--- config.mk ---
export PLATFORM = sky130hd
export DESIGN_NAME = bus_arbiter
export DESIGN_NICKNAME = d
export VERILOG_FILES = /design/src/rtl/cpu_types_pkg.sv /design/src/rtl/diaosi_types_pkg.sv /design/src/rtl/bus_arbiter.sv
export SDC_FILE = /design/constraint.sdc
export NUM_CORES = 1
export LEC_CHECK = 0
export CORE_AREA = 2 2 103 105
export DETAILED_ROUTE_END_ITERATION = 6
export DIE_AREA = 0 0 105 107
export SYNTH_ARGS = -nofsm -noshare
export SYNTH_HDL_FRONTEND = slang
export SYNTH_SLANG_ARGS = --single-unit
--- constraint.sdc ---
create_clock -name CLK -period 4.3 [get_ports CLK]
set_input_delay 0.86 -clock CLK [delete_from_list [all_inputs] [get_ports CLK]]
set_output_delay 0.86 -clock CLK [all_outputs]
set_load 0.05 [all_outputs]
--- src/rtl/cpu_types_pkg.sv ---
// ---------------------------------------------------------------------------
// cpu_types_pkg
//   Types shared across the CPU memory system.
//   ramstate_t : status reported by the RAM port each cycle.
//     FREE   - RAM idle, no transaction in flight
//     BUSY   - transaction accepted, data not ready yet
//     ACCESS - transaction completes this cycle (load data valid)
//     ERROR  - transaction faulted; requester retries by holding its request
// ---------------------------------------------------------------------------
package cpu_types_pkg;

    typedef enum logic [1:0] {
        FREE   = 2'd0,
        BUSY   = 2'd1,
        ACCESS = 2'd2,
        ERROR  = 2'd3
    } ramstate_t;

endpackage : cpu_types_pkg

--- src/rtl/diaosi_types_pkg.sv ---
// ---------------------------------------------------------------------------
// diaosi_types_pkg
//   Types local to the cache/RAM interconnect.
//   arb_state_t : bus_arbiter ownership state.
//     IDLE - nobody owns the RAM port (arbitration happens here)
//     DGNT - data cache owns the RAM port
//     IGNT - instruction cache owns the RAM port
// ---------------------------------------------------------------------------
package diaosi_types_pkg;

    typedef enum logic [1:0] {
        IDLE = 2'd0,
        DGNT = 2'd1,
        IGNT = 2'd2
    } arb_state_t;

endpackage : diaosi_types_pkg

--- src/rtl/bus_arbiter.sv ---
// ---------------------------------------------------------------------------
// bus_arbiter
//   Shares the single RAM port between the data cache and the instruction
//   cache. One requester owns the port per transaction; the owner's address,
//   data and enables pass straight through to RAM and the RAM status is
//   turned into that owner's wait signal. Data cache wins arbitration unless
//   the icache has lost STARVE_LIMIT contested arbitrations in a row.
//
// Parameters
//   STARVE_LIMIT : contested dcache grants before a waiting icache wins
//
// Ports
//   CLK, nRST            clock, asynchronous active-low reset
//   dREN, dWEN           dcache read / write request
//   daddr, dstore        dcache word address / write data
//   dload, dwait         read data / stall back to dcache
//   iREN, iaddr          icache read request / word address
//   iload, iwait         read data / stall back to icache
//   ramREN, ramWEN       RAM read / write enable
//   ramaddr, ramstore    RAM address / write data
//   ramload, ramstate    RAM read data / RAM status
// ---------------------------------------------------------------------------
module bus_arbiter
    import cpu_types_pkg::*;
    import diaosi_types_pkg::*;
#(
    parameter int STARVE_LIMIT = 4
) (
    input  logic        CLK,
    input  logic        nRST,

    input  logic        dREN,
    input  logic        dWEN,
    input  logic [31:0] daddr,
    input  logic [31:0] dstore,
    output logic [31:0] dload,
    output logic        dwait,

    input  logic        iREN,
    input  logic [31:0] iaddr,
    output logic [31:0] iload,
    output logic        iwait,

    output logic        ramREN,
    output logic        ramWEN,
    output logic [31:0] ramaddr,
    output logic [31:0] ramstore,
    input  logic [31:0] ramload,
    input  ramstate_t   ramstate
);

    localparam int              CNT_W   = $clog2(STARVE_LIMIT + 1);
    localparam logic [CNT_W-1:0] CNT_MAX = CNT_W'(STARVE_LIMIT);

    arb_state_t       state_q,      state_d;
    logic [CNT_W-1:0] starve_cnt_q, starve_cnt_d;

    logic dreq;
    logic ireq;
    logic icache_starved;
    logic ram_done;

    assign dreq           = dREN | dWEN;
    assign ireq           = iREN;
    assign icache_starved = ireq && (starve_cnt_q == CNT_MAX);
    assign ram_done       = (ramstate == ACCESS);

    // -----------------------------------------------------------------------
    // Next-state and starvation counter decode
    // -----------------------------------------------------------------------
    always_comb begin
        state_d      = state_q;
        starve_cnt_d = starve_cnt_q;

        unique case (state_q)
            IDLE: begin
                if (dreq && !icache_starved) begin
                    state_d = DGNT;
                    // Only grants the icache actually competed for count
                    // towards starvation.
                    if (ireq && (starve_cnt_q != CNT_MAX)) begin
                        starve_cnt_d = starve_cnt_q + 1'b1;
                    end
                end else if (ireq) begin
                    state_d      = IGNT;
                    starve_cnt_d = '0;
                end else begin
                    starve_cnt_d = '0;
                end
            end

            // Completion and abort both fall back to IDLE; abort simply never
            // produced a low wait. Completion always forces one IDLE bubble.
            DGNT: begin
                if (ram_done || !dreq) begin
                    state_d = IDLE;
                end
            end

            IGNT: begin
                if (ram_done || !ireq) begin
                    state_d = IDLE;
                end
            end

            default: begin
                state_d = IDLE;
            end
        endcase
    end

    // -----------------------------------------------------------------------
    // Ownership state and starvation counter
    // -----------------------------------------------------------------------
    always_ff @(posedge CLK or negedge nRST) begin
        if (!nRST) begin
            state_q      <= IDLE;
            starve_cnt_q <= '0;
        end else begin
            state_q      <= state_d;
            starve_cnt_q <= starve_cnt_d;
        end
    end

    // -----------------------------------------------------------------------
    // RAM drive and return path. Purely combinational from the registered
    // owner so that the owner's live address/data reach RAM without delay,
    // and so that an asynchronous reset drops the enables immediately.
    // -----------------------------------------------------------------------
    always_comb begin
        ramREN   = 1'b0;
        ramWEN   = 1'b0;
        ramaddr  = '0;
        ramstore = '0;
        dwait    = 1'b1;
        iwait    = 1'b1;

        unique case (state_q)
            DGNT: begin
                // A simultaneous read and write request is treated as a write.
                ramWEN   = dWEN;
                ramREN   = dREN & ~dWEN;
                ramaddr  = daddr;
                ramstore = dstore;
                dwait    = ~ram_done;
            end

            IGNT: begin
                ramREN   = 1'b1;
                ramaddr  = iaddr;
                iwait    = ~ram_done;
            end

            default: begin
            end
        endcase
    end

    // Both caches see the RAM data bus; only the owner's deasserted wait
    // tells it the data is meaningful.
    assign dload = ramload;
    assign iload = ramload;

endmodule : bus_arbiter

Yosys cells after proc, flatten, opt, wreduce, memory -nomap -nowiden
Cells that the tools add are included.
Widths: inputs -> output; s select.
{ "word_totals": {"reg_bits": 5, "latchBits": 0, "ram_bits": 0, "romBits": 0, "output_inout_bits": 132, "elab_cells": 40, "mem_count": 0} }
{ "op_classes": {"n_addsub": 1, "multipliers": 0, "div_mod_pow": 0, "magnitude_cmp": 0, "n_eq_ne": 9, "shifts": 0, "n_mux": 13, "bitwise_logic": 4, "reduce_logical": 11} }
{ "ops": {"columns": ["operator", "n"], "rows": [
  ["$pmux 32 s2", 1],
  ["$mux 32", 1],
  ["$mux 2", 4],
  ["$mux 3", 2],
  ["$ne 3x3->1 const B", 2],
  ["$pmux 2 s3", 1],
  ["$eq 2x2->1 const B", 2],
  ["$ne 2x2->1 const B", 2],
  ["$add 3x1->3 const B", 1],
  ["$eq 3x3->1 const B", 1],
  ["$logic_and 1x1->1", 3],
  ["$logic_not 1->1", 3],
  ["$mux 1", 3],
  ["$reduce_and 3->1", 1],
  ["$eq 2x1->1 const B", 1],
  ["$logic_not 2->1", 1],
  ["$logic_or 1x1->1", 2],
  ["$ne 2x1->1 const B", 1],
  ["$not 1->1", 2],
  ["$pmux 1 s2", 1],
  ["$reduce_and 2->1", 1],
  ["$and 1x1->1", 1],
  ["$or 1x1->1", 1]
]} }

Logic depth before layout (Yosys ltp)
Gate-level depths: netlist of the first run.
{ "logic_depth": {"ltp_word": 6, "ltp_mapped": 7, "depth_no_buf": 6} }

Worst setup path after synthesis of the first run
OpenSTA, ideal clock, no wires.
{ "synth_path": {"path_kind": "register to output", "startpoint": "register state_q[0]", "endpoint": "output port ramaddr[18]", "t_arrival_ns": 1.927, "required_ns": 3.440, "slack_ns": 1.513, "path_stages_with_launch": 7, "path_buffers": 2, "cell_sequence": "dfrtp_1 > inv_1 > ha_1 > clkbuf_1 > clkbuf_1 > a22oi_1 > nor2b_1"} }
{ "synth_between": {"elab_chain_len": 2} }
{ "synth_lines": {"columns": ["item", "line_no", "rtl"], "rows": [
  ["from (decl)", "bus_arbiter.sv:55", "arb_state_t state_q, state_d;"],
  ["from (signal assigned)", "bus_arbiter.sv:120", "state_q <= state_d;"],
  ["$eq 2x2->1 or $eq 2x1->1 (tied branches)", "bus_arbiter.sv:138", "unique case (state_q)"],
  ["$pmux 32 s2 (*)", "bus_arbiter.sv:138", null],
  ["to (decl)", "bus_arbiter.sv:46", "output logic [31:0] ramaddr,"]
]} }
Every way passes the cells marked *; elsewhere a longest branch is shown, timed or not.

Worst setup path after layout of the first run
{ "layout_path": {"startpoint": "register state_q[0]", "endpoint": "output port ramaddr[14]"} }
The elaborated chain is that of the path after synthesis.

==> results of run 1 <==
## sequential cells by signal, summed over array words and instances (netlist names)
signal        cells
starve_cnt_q      3
state_q           2
## through the flow
step	hold WS [ns]	total power, mW
after floorplan	0.472	1.45
final	0.507	1.98
after detailed placement	0.504	1.91
after global placement	0.491	1.90
after CTS	0.511	2.01
after global routing	0.552	2.09
## cells by family (layout without fill, tap and decap cells)
kind of cell / Yosys count / after routing / synth area share
mux: 2 / 2 / 0.0160
buf+inv: 82 / 181 / 0.350
fa+ha+maj: 5 / 5 / 0.0399
flops: 5 / 5 / 0.0799
simple gates: 83 / 83 / 0.325
compound gates: 41 / 41 / 0.189
## cell type report
type | count | area, sq um
fillers | 1087 | 7100
repair buffers | 173 | 1740
multi-input cells | 131 | 896
well taps | 136 | 170
flip-flops and latches | 5 | 125
clock buffers | 4 | 45.0
inverters | 4 | 15.0
## final timing paths
kind,start,end,slack (ns),depth (start not counted)
setup / recovery,state_q[0]$_DFFE_PN0P_,ramaddr[14],0.80,4
hold / removal,starve_cnt_q[1]$_DFFE_PN0P_,starve_cnt_q[1]$_DFFE_PN0P_,0.51,2
setup reg to reg,state_q[1]$_DFFE_PN0P_,state_q[1]$_DFFE_PN0P_,2.43,5
hold reg to reg,starve_cnt_q[1]$_DFFE_PN0P_,starve_cnt_q[1]$_DFFE_PN0P_,0.51,2
max in group asynchronous,nRST,starve_cnt_q[1]$_DFFE_PN0P_,3.25,1
min in group asynchronous,nRST,starve_cnt_q[2]$_DFFE_PN0P_,0.86,1
## cell usage after synthesis
library cell / number / area share
nand3_1: 1 / 0.0032
mux2i_1: 1 / 0.0064
and2_1: 33 / 0.13
nand3b_1: 1 / 0.0048
nand2_1: 7 / 0.017
a21oi_1: 1 / 0.0032
nand2b_1: 2 / 0.0080
o21ai_0: 3 / 0.0096
ha_1: 5 / 0.040
nor2b_1: 32 / 0.13
a211oi_1: 1 / 0.0048
nor2_1: 3 / 0.0072
inv_1: 4 / 0.0096
nor2_2: 1 / 0.0040
a221o_2: 1 / 0.0072
and2b_2: 1 / 0.0056
nor2_4: 1 / 0.0072
a22oi_1: 32 / 0.15
clkbuf_1: 13 / 0.031
o21a_1: 1 / 0.0048
dfrtp_1: 5 / 0.080
mux2_4: 1 / 0.0096
buf_4: 64 / 0.31
nor2b_4: 1 / 0.0088
o21ai_1: 2 / 0.0064
buf_1: 1 / 0.0024
## power groups by stage
stage               combinational [mW]  sequential, mW  clock (mW)
floorplan                         1.37          0.0794           0
global placement                  1.82          0.0814           0
detailed placement                1.83          0.0831           0
CTS                               1.84          0.0827      0.0897
global route                      1.91          0.0856      0.0915
finish                            1.81          0.0821      0.0876
## metal layers
| layer | up-vias | GRT usage | wire length (um) |
|---|---|---|---|
| li1 | 858 | - | - |
| met1 | 806 | 0.0981 | 2220 |
| met2 | 131 | 0.197 | 3110 |
| met3 | 28 | 0.0304 | 660 |
| met4 | 0 | 0.0457 | 225 |
| met5 | - | 0 | 0 |
## worst max-delay path, delay by kind of cell, from the launching register on
kind          cells  cell delay, ns
buf+inv           2            0.92
fa+ha+maj         1            0.85
simple gates      1            0.30
flops             1            0.34
==> metrics.cfg, run 1 <==
[run_status]
status = complete, no violations

[place]
dpl.hpwl_um = 5190
pre_cts_ws_ns = 0.937
place_inst = 449
gp_congestion = 0.743
numPortBuffers = 170
placed_area_sq_mm = 0.00294

[power_and_ir_drop]
p_seq_frac = 0.042
p_sw_frac = 0.594
ir_worst_vdd_mv = 0.319
internal_power_uw = 803
net-switching-power_mw = 1.17
combinationalPowerShare = 0.914
clockPowerShare = 0.044
p_leak_nw = 1.07
p_per_area_mw_per_mm2 = 661

[critical_path]
slowest_stage = ha_1
path_max_fanout = 33
startpoint_type = register
max_stage_delay_ns = 0.85
setup.worst_path.class = reg2out
crit_chain = inv_1 -> ha_1 -> nor2b_1 -> clkdlybuf4s50_1
cp.required_ns = 3.44
arrival_ns = 2.64
crit_path_end_kind = output port

[logic_synthesis]
synth.distinct_cells = 26
syn_avg_cell_area_sq_um = 7.19
synth_fp_nets = 358
synth_seq_area_share = 0.0799
ys_seq_elements = 5
synth_cells = 218
syn_area_sq_mm = 0.00157
synth_warnings = 0

[timing]
period_share = 0.813
worst_slew_pin_slew_ns = 0.856
finalSetupTns_ns = 0
hold_viol_final = 0
slew_viol_final = 0
relSlewSlack = 0.429
layout_setup_ws_ns = 0.803
rsz0062_at_grt = false
finalSetupViolCount = 0
fmax_mhz = 286
finClkSkew_ns = 0.000149
min_period_ns = 3.50

[clocking]
htree_levels = 1
cts_resized = 0
cts_tree = done
cts_buffer_depth = 2
clkLatencyLatePin_ns = 0.22
clockRootBuffer = clkbuf_8
clk_pin_slew_worst_paths_ns = 0.03
cts-hold-fix-buffers = 0
clock_sinks = 5
numCtsBuffers = 3
post_cts_buffers = 0

[final_layout]
final_cell_mix = clkdlybuf4s50_1 (170), and2_1 (33), a22oi_1 (32), nor2b_1 (32), nand2_1 (7)
areaGrowthSynthToFinish_pct = 90.7
antenna_cells = 0
layout_commonest_cell = clkdlybuf4s50_1
nNetsFinal = 458
final_cells = 453
final_area_sq_mm = 0.00299
drive_gt1_frac = 0.0410
finish.utilization = 0.296

[global_routing]
grt_pass1_vias = 1905
grt_overflow_total = 0
grt_util_all_layers = 0.101
antenna_found_initial = 0
grt_pass1_wl_um = 9250
grt_max_degree = 45

[worst_hold_path]
hp-class = reg2reg

[routing]
drt_iter0_drc = 93
vias = 1823
routed_via_density = 4.02
ant_nets = 0
drc = 0
dr.pass1.iters = 4
avgRoutedWirePerCell_um = 13.7
routed_wl_um = 6220

[floorplanning]
chipHeight_um = 107
std_cell_rows = 37
die_area_sq_mm = 0.0112
die_w_um = 105
core_area_sq_mm = 0.0101
start_util = 0.155
io_pins = 267

[run]
drv_cap = 0

Power figures use the tool's default switching activity.
==> inputs of run 2 (changes only) <==
clock period = 3.02 ns   (was 4.3 ns; I/O delays follow)
==> run 2 against run 1 <==
  * Core utilization grew 3.2 points
  * Sequential share of layout area shrank 0.41 points
  * Routed wire length grew 4.9%
  * Sequential power grew 44%
  * Clock-buffer cell count is the same
  * Critical path depth is the same
  * Largest cell class unchanged
  * Critical path type unchanged
  * Global-route usage grew 0.68 points
==> metrics.cfg, run 2 (synthesized netlist as in run 1, its figures left out) <==
[critical_path]
setup.worst_path.class = reg2out
startpoint_type = register
cp.required_ns = 2.42  ; -1.02 ns
arrival_ns = 2.21  ; -0.43 ns
crit_path_end_kind = output port
path_max_fanout = 32  ; -3.0%

[clocking]
clkLatencyLatePin_ns = 0.22  ; about the same
cts_tree = done
cts_buffer_depth = 2  ; unchanged
htree_levels = 1  ; unchanged
clock_sinks = 5  ; unchanged
numCtsBuffers = 3  ; unchanged
post_cts_buffers = 0  ; unchanged
cts-hold-fix-buffers = 0  ; unchanged
clockRootBuffer = clkbuf_8
cts_resized = 0  ; unchanged
clk_pin_slew_worst_paths_ns = 0.04  ; about the same

[timing]
relSlewSlack = 0.645  ; +0.215
hold_viol_final = 0  ; unchanged
finalSetupTns_ns = 0  ; unchanged
rsz0062_at_grt = false
finClkSkew_ns = 0.00449  ; +0.00434 ns
period_share = 0.932
finalSetupViolCount = 0  ; unchanged
min_period_ns = 2.82
fmax_mhz = 355
slew_viol_final = 0  ; unchanged
worst_slew_pin_slew_ns = 0.527  ; -0.329 ns

[global_routing]
grt_max_degree = 38  ; -16%
grt_pass1_wl_um = 9850  ; +6.5%
grt_overflow_total = 0  ; unchanged
grt_pass1_vias = 1910  ; +0.26%
grt_util_all_layers = 0.108  ; +0.00681
antenna_found_initial = 0  ; unchanged

[floorplanning]
die_area_sq_mm = 0.0112  ; unchanged
start_util = 0.155  ; unchanged
core_area_sq_mm = 0.0101  ; unchanged
std_cell_rows = 37  ; unchanged
io_pins = 267  ; unchanged
chipHeight_um = 107  ; unchanged
die_w_um = 105  ; unchanged

[final_layout]
drive_gt1_frac = 0.174  ; +0.132
layout_commonest_cell = clkdlybuf4s50_1
nNetsFinal = 458  ; unchanged
areaGrowthSynthToFinish_pct = 111
top_register = starve_cnt_q
largest_reg_flops = 3  ; unchanged
nFillCells = 1069  ; -1.7%
antenna_cells = 0  ; unchanged
finish.utilization = 0.328  ; +0.0317
final_cell_mix = clkdlybuf4s50_1 (128), buf_12 (35), and2_1 (33)
reg_top3 = starve_cnt_q (3), state_q (2)

[routing]
routed_wl_um = 6530  ; +4.9%
vias = 1801  ; -1.2%
avgRoutedWirePerCell_um = 14.4  ; +4.9%
drc = 0  ; unchanged
routed_via_density = 3.98  ; -1.2%
drt_iter0_drc = 81  ; -13%
dr.pass1.iters = 4  ; unchanged
ant_nets = 0  ; unchanged

[run_status]
status = complete, no violations

[power_and_ir_drop]
p_sw_frac = 0.549  ; -0.0442
clockPowerShare = 0.038  ; -0.006
combinationalPowerShare = 0.925  ; +0.011
net-switching-power_mw = 1.76  ; +50%
p_leak_nw = 1.24  ; +17%
internal_power_mw = 1.45  ; +80%
p_per_area_mw_per_mm2 = 971  ; +47%
p_seq_frac = 0.037  ; -0.005
ir_worst_vdd_mv = 0.362  ; +14%

[worst_hold_path]
hp-class = reg2reg

[place]
numPortBuffers = 170  ; unchanged
dpl.hpwl_um = 5490  ; +5.8%
gp_congestion = 0.737  ; -0.90%

[run]
drv_cap = 0  ; unchanged

-- run 2: metrics by stage --
| stage | hold WS, ns | cell area (sq um) | setup WS, ns | power, mW | cells |
|---|---|---|---|---|---|
| finish | 0.504 | 3310 | 0.204 | 3.21 | 453 |
| detailed placement | 0.500 | 3260 | 0.380 | 3.14 | 449 |
| CTS | 0.512 | 3310 | 0.150 | 3.27 | 453 |
| global route | 0.539 | 3310 | 0.0667 | 3.37 | 453 |
| floorplan | 0.308 | 1570 | 0.489 | 2.07 | 218 |
| global placement | 0.491 | 3260 | 0.389 | 3.11 | 449 |
-- run 2: path summary, 6_finish.rpt --
check | depth (start not counted) | endpoint | slack (ns) | start
worst max-delay path | 4 | ramstore[25] | 0.20 | state_q[1]$_DFFE_PN0P_
worst min-delay path | 1 | starve_cnt_q[0]$_DFFE_PN0P_ | 0.50 | starve_cnt_q[0]$_DFFE_PN0P_
worst max register to register | 5 | state_q[1]$_DFFE_PN0P_ | 1.16 | state_q[1]$_DFFE_PN0P_
worst min register to register | 1 | starve_cnt_q[0]$_DFFE_PN0P_ | 0.50 | starve_cnt_q[0]$_DFFE_PN0P_
min in group asynchronous | 1 | starve_cnt_q[2]$_DFFE_PN0P_ | 0.61 | nRST
max in group asynchronous | 1 | starve_cnt_q[1]$_DFFE_PN0P_ | 2.21 | nRST
-- run 2: area by class of cell --
class,count,area [sq um],area share
repair buffers,173,2060,0.622
flip-flops and latches,5,125,0.0378
multi-input cells,131,896,0.271
inverters,4,15.0,0.00454
well taps,136,170,0.0514
clock buffers,4,45.0,0.0136
-- run 2: per-layer routing --
layer,up-vias,global-route usage,wire (um)
met5,-,0,0
met4,0,0.0400,188
met3,26,0.0371,707
met2,128,0.207,3330
met1,792,0.108,2300
li1,855,-,-
-- run 2: power groups by stage --
stage | combinational (mW) | clock [mW] | sequential [mW]
final | 2.97 | 0.123 | 0.118
after global routing | 3.12 | 0.131 | 0.122
after CTS | 3.02 | 0.126 | 0.118
after detailed placement | 3.02 | 0 | 0.118
after global placement | 2.99 | 0 | 0.117
after floorplan | 1.96 | 0 | 0.113
-- run 2: worst max-delay path, stage by stage, from the launching register on --
cell and delay, ns:
dfrtp_1 0.39, inv_1 0.09, ha_2 0.48, and2_1 0.22, clkdlybuf4s50_1 0.81
